--- src/rtl/aes_pkg.sv ---
// Shared AES types, the sparse MixColumns FSM encoding and column helpers.
package aes_pkg;

    typedef enum logic [1:0] {
        CIPH_FWD = 2'b01,
        CIPH_INV = 2'b10
    } ciph_op_e;

    // Pairwise Hamming distance 4 so a single upset never lands on another
    // legal state.
    localparam int McsStateWidth = 6;

    typedef enum logic [McsStateWidth-1:0] {
        MCS_IDLE  = 6'b011101,
        MCS_BUSY  = 6'b110000,
        MCS_DONE  = 6'b001010,
        MCS_ERROR = 6'b100111
    } mcs_state_e;

    typedef logic [3:0][7:0]       aes_col_t;
    typedef logic [3:0][3:0][7:0]  aes_state_t;

    // Column c of state[row][col] as {s[3][c], s[2][c], s[1][c], s[0][c]}
    function automatic aes_col_t aes_state_col_get(aes_state_t s, logic [1:0] c);
        aes_col_t col;
        for (int r = 0; r < 4; r++) begin
            col[r] = s[r][c];
        end
        return col;
    endfunction

    function automatic aes_state_t aes_state_col_set(aes_state_t s, logic [1:0] c,
                                                     aes_col_t col);
        aes_state_t res;
        res = s;
        for (int r = 0; r < 4; r++) begin
            res[r][c] = col[r];
        end
        return res;
    endfunction

    // GF(2^8) multiply by x, reduction polynomial x^8+x^4+x^3+x+1
    function automatic logic [7:0] aes_mul2(logic [7:0] b);
        return {b[6:0], 1'b0} ^ (b[7] ? 8'h1b : 8'h00);
    endfunction

    function automatic logic [7:0] aes_mul4(logic [7:0] b);
        return aes_mul2(aes_mul2(b));
    endfunction

endpackage

--- src/rtl/aes_mix_single_column.sv ---
// One-column MixColumns / InvMixColumns, purely combinational.
module aes_mix_single_column
    import aes_pkg::*;
(
    input  ciph_op_e        op_i,
    input  logic [3:0][7:0] data_i,
    output logic [3:0][7:0] data_o
);

    logic [7:0]      pre_u;
    logic [7:0]      pre_v;
    logic [3:0][7:0] pre;

    // Inverse = forward matrix applied after a cheap {05,00,04,00} pre-multiply,
    // so both directions share the forward xtime network.
    always_comb begin
        pre_u  = (op_i == CIPH_INV) ? aes_mul4(data_i[0] ^ data_i[2]) : 8'h00;
        pre_v  = (op_i == CIPH_INV) ? aes_mul4(data_i[1] ^ data_i[3]) : 8'h00;
        pre[0] = data_i[0] ^ pre_u;
        pre[1] = data_i[1] ^ pre_v;
        pre[2] = data_i[2] ^ pre_u;
        pre[3] = data_i[3] ^ pre_v;
    end

    // Forward circulant {02,03,01,01}: 2*a ^ 3*b ^ c ^ d = 2*(a^b) ^ b ^ c ^ d
    always_comb begin
        data_o[0] = aes_mul2(pre[0] ^ pre[1]) ^ pre[1] ^ pre[2] ^ pre[3];
        data_o[1] = aes_mul2(pre[1] ^ pre[2]) ^ pre[2] ^ pre[3] ^ pre[0];
        data_o[2] = aes_mul2(pre[2] ^ pre[3]) ^ pre[3] ^ pre[0] ^ pre[1];
        data_o[3] = aes_mul2(pre[3] ^ pre[0]) ^ pre[0] ^ pre[1] ^ pre[2];
    end

endmodule

--- src/rtl/aes_mix_columns_serial.sv ---
// Iterative MixColumns: ColsPerCycle columns per cycle over a registered state.
module aes_mix_columns_serial
    import aes_pkg::*;
#(
    parameter int ColsPerCycle = 1
) (
    input  logic                 clk_i,
    input  logic                 rst_ni,
    input  logic                 clear_i,
    input  logic                 in_valid_i,
    output logic                 in_ready_o,
    input  ciph_op_e             op_i,
    input  logic [3:0][3:0][7:0] state_i,
    output logic                 out_valid_o,
    input  logic                 out_ready_i,
    output logic [3:0][3:0][7:0] state_o,
    output logic                 err_o
);

    localparam int NumBusyCycles = 4 / ColsPerCycle;
    localparam int CntW          = (NumBusyCycles > 1) ? $clog2(NumBusyCycles) : 1;

    if (!(ColsPerCycle == 1 || ColsPerCycle == 2 || ColsPerCycle == 4)) begin : gen_bad_cols
        $error("aes_mix_columns_serial: ColsPerCycle must be 1, 2 or 4");
    end

    mcs_state_e                        fsm_q;
    aes_state_t                        state_q;
    aes_state_t                        state_busy;
    ciph_op_e                          op_q;
    logic [CntW-1:0]                   cnt_q;
    logic                              in_ready_q;
    logic                              out_valid_q;
    logic                              err_q;

    logic [ColsPerCycle-1:0][1:0]      col_idx;
    logic [ColsPerCycle-1:0][3:0][7:0] mc_in;
    logic [ColsPerCycle-1:0][3:0][7:0] mc_out;

    for (genvar i = 0; i < ColsPerCycle; i++) begin : gen_col
        assign col_idx[i] = 2'(32'(cnt_q) * ColsPerCycle + i);
        assign mc_in[i]   = aes_state_col_get(state_q, col_idx[i]);

        aes_mix_single_column u_mix (
            .op_i   (op_q),
            .data_i (mc_in[i]),
            .data_o (mc_out[i])
        );
    end

    // Write the processed slice back into its own columns
    always_comb begin
        state_busy = state_q;
        for (int i = 0; i < ColsPerCycle; i++) begin
            state_busy = aes_state_col_set(state_busy, col_idx[i], mc_out[i]);
        end
    end

    // Control FSM with registered handshake/error outputs
    always_ff @(posedge clk_i or negedge rst_ni) begin
        if (!rst_ni) begin
            fsm_q       <= MCS_IDLE;
            state_q     <= '0;
            op_q        <= CIPH_FWD;
            cnt_q       <= '0;
            in_ready_q  <= 1'b1;
            out_valid_q <= 1'b0;
            err_q       <= 1'b0;
        end else begin
            case (fsm_q)
                MCS_IDLE: begin
                    if (clear_i) begin
                        state_q <= '0;
                        cnt_q   <= '0;
                    end else if (in_valid_i) begin
                        op_q       <= op_i;
                        cnt_q      <= '0;
                        in_ready_q <= 1'b0;
                        if (op_i == CIPH_FWD || op_i == CIPH_INV) begin
                            state_q <= state_i;
                            fsm_q   <= MCS_BUSY;
                        end else begin
                            state_q <= '0;
                            err_q   <= 1'b1;
                            fsm_q   <= MCS_ERROR;
                        end
                    end
                end
                MCS_BUSY: begin
                    if (clear_i) begin
                        state_q    <= '0;
                        cnt_q      <= '0;
                        in_ready_q <= 1'b1;
                        fsm_q      <= MCS_IDLE;
                    end else begin
                        state_q <= state_busy;
                        if (cnt_q == CntW'(NumBusyCycles - 1)) begin
                            cnt_q       <= '0;
                            out_valid_q <= 1'b1;
                            fsm_q       <= MCS_DONE;
                        end else begin
                            cnt_q <= cnt_q + CntW'(1);
                        end
                    end
                end
                MCS_DONE: begin
                    if (clear_i) begin
                        state_q     <= '0;
                        cnt_q       <= '0;
                        out_valid_q <= 1'b0;
                        in_ready_q  <= 1'b1;
                        fsm_q       <= MCS_IDLE;
                    end else if (out_ready_i) begin
                        out_valid_q <= 1'b0;
                        in_ready_q  <= 1'b1;
                        fsm_q       <= MCS_IDLE;
                    end
                end
                MCS_ERROR: begin
                    state_q     <= '0;
                    in_ready_q  <= 1'b0;
                    out_valid_q <= 1'b0;
                    err_q       <= 1'b1;
                end
                default: begin
                    state_q     <= '0;
                    in_ready_q  <= 1'b0;
                    out_valid_q <= 1'b0;
                    err_q       <= 1'b1;
                    fsm_q       <= MCS_ERROR;
                end
            endcase
        end
    end

    assign in_ready_o  = in_ready_q;
    assign out_valid_o = out_valid_q;
    assign state_o     = state_q;
    assign err_o       = err_q;

endmodule
--- config.mk ---
export PLATFORM = sky130hd
export DESIGN_NAME = aes_mix_columns_serial
export DESIGN_NICKNAME = d
export VERILOG_FILES = /design/src/rtl/aes_pkg.sv /design/src/rtl/aes_mix_single_column.sv /design/src/rtl/aes_mix_columns_serial.sv
export SDC_FILE = /design/constraint.sdc
export NUM_CORES = 1
export LEC_CHECK = 0
export CAP_MARGIN = 20
export CORE_ASPECT_RATIO = 1.1
export CORE_MARGIN = 3
export CORE_UTILIZATION = 50
export CTS_CLUSTER_SIZE = 28
export DETAILED_ROUTE_END_ITERATION = 6
export GPL_ROUTABILITY_DRIVEN = 0
export PLACE_DENSITY = 0.95
export SLEW_MARGIN = 10
export SYNTH_ARGS = -nofsm -noshare
export SYNTH_HDL_FRONTEND = slang
export SYNTH_SLANG_ARGS = --single-unit
--- constraint.sdc ---
create_clock -name clk_i -period 6.2 [get_ports clk_i]
set_clock_uncertainty 0.2 [all_clocks]
set_input_delay 1.24 -clock clk_i [delete_from_list [all_inputs] [get_ports clk_i]]
set_output_delay 1.24 -clock clk_i [all_outputs]
set_load 0.02 [all_outputs]
# Word-level counts from Yosys, hierarchy flattened
# Cells that the tools add are included.
[totals] register_bits=141 latch_bits=0 ramBits=0 mem_bits_ro=0 out_inout_bits=131 wordCells=147 mem_count=0
[classes] n_addsub=1 n_mul=0 n_div=0 order_cmp=2 n_eq_ne=18 shifts=0 mux=59 bitwise=34 reduce_logical=11
[op_table] cell="128-bit 2-to-1 mux" n=5
[op_table] cell="128-bit case mux with 3 select lines" n=1
[op_table] cell="8-bit XOR" n=30
[op_table] cell="32-bit bitwise mux" n=4
[op_table] cell="8-bit binary-select mux with 2-bit select" n=4
[op_table] cell="8-bit 2-to-1 mux" n=7
[op_table] cell="5-bit 2-to-1 mux" n=9
[op_table] cell="6-bit 2-to-1 mux" n=6
[op_table] cell="6-bit case mux with 4 select lines" n=1
[op_table] cell="8-bit demux with 2-bit select" n=1
[op_table] cell="2-bit != test, second input constant" n=7
[op_table] cell="6-bit == test, second input constant" n=2
[op_table] cell="1-bit 2-to-1 mux" n=12
[op_table] cell="4-bit AND reduction" n=3
[op_table] cell="2-bit 2-to-1 mux" n=5
[op_table] cell="3-bit != test, second input constant" n=3
[op_table] cell="2-bit == test, second input constant" n=3
[op_table] cell="6-bit by 4-bit == test with 1-bit output, second input constant" n=1
[op_table] cell="6-bit by 5-bit == test with 1-bit output, second input constant" n=1
[op_table] cell="1-bit case mux with 3 select lines" n=2
[op_table] cell="2-bit case mux with 3 select lines" n=1
[op_table] cell="3-bit AND reduction" n=2
[op_table] cell="5-bit AND reduction" n=1
[op_table] cell="1-bit NOT" n=4
[op_table] cell="other kinds (10)" n=10

# Logic depth before layout (Yosys ltp)
[logic_depth] word_depth=18 depth_mapped=12 ltp_nobuf=8

# Cells and area by module
# From an unflattened synthesis, not the netlist that was laid out.
[hier_totals] cells_unflattened=1005 area_unflattened_um2=10615.2
[by_module_without_submodules] module="aes_mix_columns_serial" n_inst=1 cells_each=819 area_per_inst_um2=8615.8 seq_area_each_um2=3509.6
[by_module_without_submodules] module="aes_mix_single_column" n_inst=1 cells_each=186 area_per_inst_um2=1999.4 seq_area_each_um2=0.0

# Worst setup path before layout
# Ideal clock, no wire load.
[synth_timing] path_kind="register -> register" from="register cnt_q[0]" to="register state_q, in the netlist state_o[12]" setup_time_ns=0.127 t_arrival_ns=3.155 setup_slack_ns=2.719 path_stages_with_launch=11 cell_sequence="dfrtp_1 > buf_6 > buf_12 > mux4_2 > xor2_1 > xnor3_2 > xnor2_1 > nor2_2 > xnor3_1 > xnor3_1 > o21ai_1"
[synth_via] elab_chain_cells=16 word_cells_on_any_way=38 cone_classes="2 x order compare; 20 x mux; 15 x bitwise; 1 x reduce/logical"
[synth_lines] item="start, declared" line_no="aes_mix_columns_serial.sv:31" source="logic [CntW-1:0] cnt_q;"
[synth_lines] item="start signal, assigned" line_no="aes_mix_columns_serial.sv:102" source="cnt_q <= cnt_q + CntW'(1);"
[synth_lines] item="8-bit binary-select mux with 2-bit select" line_no="aes_pkg.sv:27" source="col[r] = s[r][c];"
[synth_lines] item="8-bit 2-to-1 mux (not written as such)" line_no="aes_pkg.sv:27"
[synth_lines] item="8-bit XOR, on equally long branches" line_no="aes_mix_single_column.sv:17, aes_mix_single_column.sv:18"
[synth_lines] item="8-bit XOR" line_no="aes_pkg.sv:44" source="return {b[6:0], 1'b0} ^ (b[7] ? 8'h1b : 8'h00);"
[synth_lines] item="5-bit 2-to-1 mux or 8-bit XOR (tied branches)" line_no="aes_pkg.sv:44"
[synth_lines] item="8-bit XOR (tied with other cells)" line_no="aes_pkg.sv:44"
[synth_lines] item="8-bit 2-to-1 mux (tied with other cells)" line_no="aes_mix_single_column.sv:17" source="pre_u = (op_i == CIPH_INV) ? aes_mul4(data_i[0] ^ data_i[2]) : 8'h00;"
[synth_lines] item="8-bit XOR, on equally long branches" line_no="aes_mix_single_column.sv:19, aes_mix_single_column.sv:20, aes_mix_single_column.sv:27"
[synth_lines] item="8-bit XOR or 5-bit 2-to-1 mux (tied branches)" line_no="aes_mix_single_column.sv:27, aes_pkg.sv:44"
[synth_lines] item="8-bit XOR" line_no="aes_pkg.sv:44"
[synth_lines] item="8-bit XOR (3 in series)" line_no="aes_mix_single_column.sv:27" source="data_o[0] = aes_mul2(pre[0] ^ pre[1]) ^ pre[1] ^ pre[2] ^ pre[3];"
[synth_lines] item="32-bit bitwise mux *" line_no="aes_pkg.sv:37" source="res[r][c] = col[r];"
[synth_lines] item="128-bit 2-to-1 mux *" line_no="aes_mix_columns_serial.sv:90" source="if (clear_i) begin"
[synth_lines] item="128-bit case mux with 3 select lines *" line_no="aes_mix_columns_serial.sv:70" source="case (fsm_q)"
[synth_lines] item="end signal, assigned" line_no="aes_mix_columns_serial.sv:80" source="state_q <= state_i;"
[synth_lines] item="end signal, assigned" line_no="aes_mix_columns_serial.sv:96" source="state_q <= state_busy;"
[synth_lines] item="end, declared" line_no="aes_mix_columns_serial.sv:28" source="aes_state_t state_q;"
# Every way passes the cells marked *; elsewhere a longest branch is shown, timed or not. The select of a mux whose other input is x is not followed.
# A chain may end at the register's enable or synchronous reset.

# Worst setup path in the final report
[layout_timing] from="register cnt_q[0]" to="register state_q, in the netlist state_o[91]"
[layout_via] elab_chain_cells=16 word_cells_on_any_way=38 cone_classes="2 x order compare; 20 x mux; 15 x bitwise; 1 x reduce/logical"
[layout_lines] item="8-bit binary-select mux with 2-bit select" line_no="aes_pkg.sv:27"
[layout_lines] item="8-bit 2-to-1 mux (not written as such)" line_no="aes_pkg.sv:27"
[layout_lines] item="8-bit XOR, on equally long branches" line_no="aes_mix_single_column.sv:17, aes_mix_single_column.sv:18"
[layout_lines] item="5-bit 2-to-1 mux or 8-bit XOR (tied branches)" line_no="aes_pkg.sv:44"
[layout_lines] item="8-bit XOR" line_no="aes_pkg.sv:44"
[layout_lines] item="8-bit XOR (tied with other cells)" line_no="aes_pkg.sv:44"
[layout_lines] item="8-bit 2-to-1 mux (tied with other cells)" line_no="aes_mix_single_column.sv:17"
[layout_lines] item="8-bit XOR, on equally long branches" line_no="aes_mix_single_column.sv:21, aes_mix_single_column.sv:22, aes_mix_single_column.sv:29"
[layout_lines] item="8-bit XOR or 5-bit 2-to-1 mux (tied branches)" line_no="aes_mix_single_column.sv:29, aes_pkg.sv:44"
[layout_lines] item="8-bit XOR" line_no="aes_pkg.sv:44"
[layout_lines] item="8-bit XOR (3 in series)" line_no="aes_mix_single_column.sv:29" source="data_o[2] = aes_mul2(pre[2] ^ pre[3]) ^ pre[3] ^ pre[0] ^ pre[1];"
[layout_lines] item="32-bit bitwise mux *" line_no="aes_pkg.sv:37"
[layout_lines] item="128-bit 2-to-1 mux *" line_no="aes_mix_columns_serial.sv:90"
[layout_lines] item="128-bit case mux with 3 select lines *" line_no="aes_mix_columns_serial.sv:70"
# Marks and branches as above.

==> out/results.tsv <==
metric	value	unit
status	finished clean	
die_width	135	um
syn-instance-count	818	
crit_arrival	4500	ps
multiInputGateArea	0.00536	mm2
dpl.hpwl	22200	um
end_kind	flop	
detail-route-antenna-nets	0	
wl_per_cell	23.8	um
path_class	reg -> reg	
grt-ovfl-total	0	
synth_warnings	0	
rows	51	
ir_drop	0.185	mV
routed_wl	31100	um
relSlewSlack	32.9	%
power.total	2210	uW
h-tree-depth	4	
cts_buffers	17	
synth.largest_area_cell	dfrtp_1	
max_cap_viol_count	0	
core	0.0178	mm2
regArea	0.00351	mm2
cp.required	6340	ps
final.fill_count	1205	
grt.total_usage	31.0	%
antennaDiodeCount	0	
post-synth-top-count-cell	dfrtp_1	
dr.pass1.iters	6	
io_pins	266	
nets	1195	
cts_tree	yes	
grt_setup_unrepaired	no	
port_buffers	265	
synth_area_leaders	dfrtp_1 (37%), xnor2_1 (10%), a22oi_1 (7.2%)	
drtIter0Drc	873	
startpoint_type	flop	
synth.net_count	957	
setup_slack	1840	ps
drive_gt1_share	10.2	%
post-place-ws	1840	ps
avgSynthCellArea	11.2	um2
clockRootBuffer	clkbuf_16	
final-hold-violation-count	0	
grt_pass1_wl	48000	um
fin_crit_sh	70.4	%
cts_resized	0	
drt-vias-per-instance	6.43	
antenna_found_initial	0	
power.density	175	mW/mm2
grt_pass1_vias	8504	
grt_max_degree	113	
hold_buffers	0	
tns	0	ps
synth_commonest_cells	dfrtp_1 (135), xnor2_1 (105), o21ai_0 (95)	
hold_path.class	reg -> reg	
tightest_slew	1000	ps
fmax	0.229	GHz
cellLeakagePower	0.00497	uW
fin_crit	4360	ps
ys_ff_latch	140	
ys.flop_type	dfrtp_1	
clkLatencyLatePin	430	ps
synth_edf_count	0	
die_height	148	um
cp_max_fo	23	
die-area	0.0200	mm2
clkSinkCount	140	
start_util	51.4	%
synthArstFlopShare	100	%
hold_ws	288	ps
ys_seq_area_share	38.3	%
yosys.area.top_type_share	36.9	%
syn_to_final_growth	37.9	%
clk_pin_slew_worst_paths	60	ps
synth.distinct_cells	56	
drc_errors	0	
setup_viol	0	
clockBufferDepth	2	
postCtsSetupRepairBufs	0	
netlist_area	0.00915	mm2
vias	8403	
drv_slew	0	
state kept, by name, summed over array words and instances, names as in the netlist:
signal and count:
err_o 1, fsm_q 5, out_valid_o 1, in_ready_o 1, cnt_q 2, state_o 128, op_q 2
layer usage:
metal  GRT usage [%]  vias to the layer above  part of all wire [%]
li1                -                     3566                     -
met1            40.9                     4122                    37
met2            50.8                      621                    49
met3            5.68                       94                   9.8
met4            12.8                        0                   3.8
met5               0                        -                     0
final cells by class:
class                   instances  share of cell area, %
clock inverters                10                   1.28
flip-flops and latches        140                   27.8
inverters                      11                  0.327
clock buffers                  22                   3.84
repair buffers                278                   22.0
multi-input cells             608                   42.4
well taps                     238                   2.36
worst paths after layout:
| kind | slack [ps] | cells past startpoint | end | startpoint |
|---|---|---|---|---|
| setup / recovery | 1840 | 9 | state_o[91]$_DFFE_PN0P_ | cnt_q[0]$_DFFE_PN0P_ |
| hold / removal | 290 | 1 | err_o$_DFFE_PN0P_ | err_o$_DFFE_PN0P_ |
| setup reg to reg | 1840 | 9 | state_o[91]$_DFFE_PN0P_ | cnt_q[0]$_DFFE_PN0P_ |
| hold reg to reg | 290 | 1 | err_o$_DFFE_PN0P_ | err_o$_DFFE_PN0P_ |
| max in group asynchronous | 3940 | 2 | state_o[17]$_DFFE_PN0P_ | rst_ni |
| min in group asynchronous | 670 | 1 | state_o[85]$_DFFE_PN0P_ | rst_ni |
layout by cell type (no fill, tap or decap), types with 17 or more instances in the layout:
| cell type | n |
|---|---|
| xor2_1 | 24 |
| a22oi_1 | 88 |
| dfrtp_1 | 133 |
| o21ai_0 | 95 |
| clkbuf_16 | 17 |
| mux4_2 | 26 |
| nor3_1 | 25 |
| a21oi_1 | 21 |
| nand2_1 | 22 |
| clkdlybuf4s50_1 | 264 |
| a221o_1 | 24 |
| xnor2_1 | 105 |
| xnor3_1 | 21 |
| nor2_1 | 28 |
logic make-up after synthesis:
family          after synthesis  share of synthesized area [%]
compound gates              276                           20.1
xor+xnor                    168                           22.0
fa+ha+maj                     4                          0.547
buf+inv                      70                           3.32
flops                       140                           38.3
mux                          41                           9.14
simple gates                119                           6.51
critical path: stages (launching register included):
cell     delay, ps
dfrtp_2        830
buf_4          430
mux4_1         700
xor2_1         220
xnor2_1        260
and2_1         320
xnor3_2        430
xnor2_2        180
xnor3_2        530
o21ai_2        140
metrics by stage:
step | std cells | area, um2 | utilization (%)
after global placement | 1273 | 11900 | 67.1
final | 1307 | 12600 | 70.9
after floorplan | 818 | 9150 | -
after CTS | 1305 | 12600 | 70.7
after global routing | 1307 | 12600 | 70.9
after detailed placement | 1273 | 11900 | 67.1
power breakdown:
group	switching, uW	total, uW	internal (uW)
sequential	15.1	936	921
clock	399	1110	715
combinational	65.5	163	97.9
total	479	2210	1730
(Power assumes the default switching activity.)
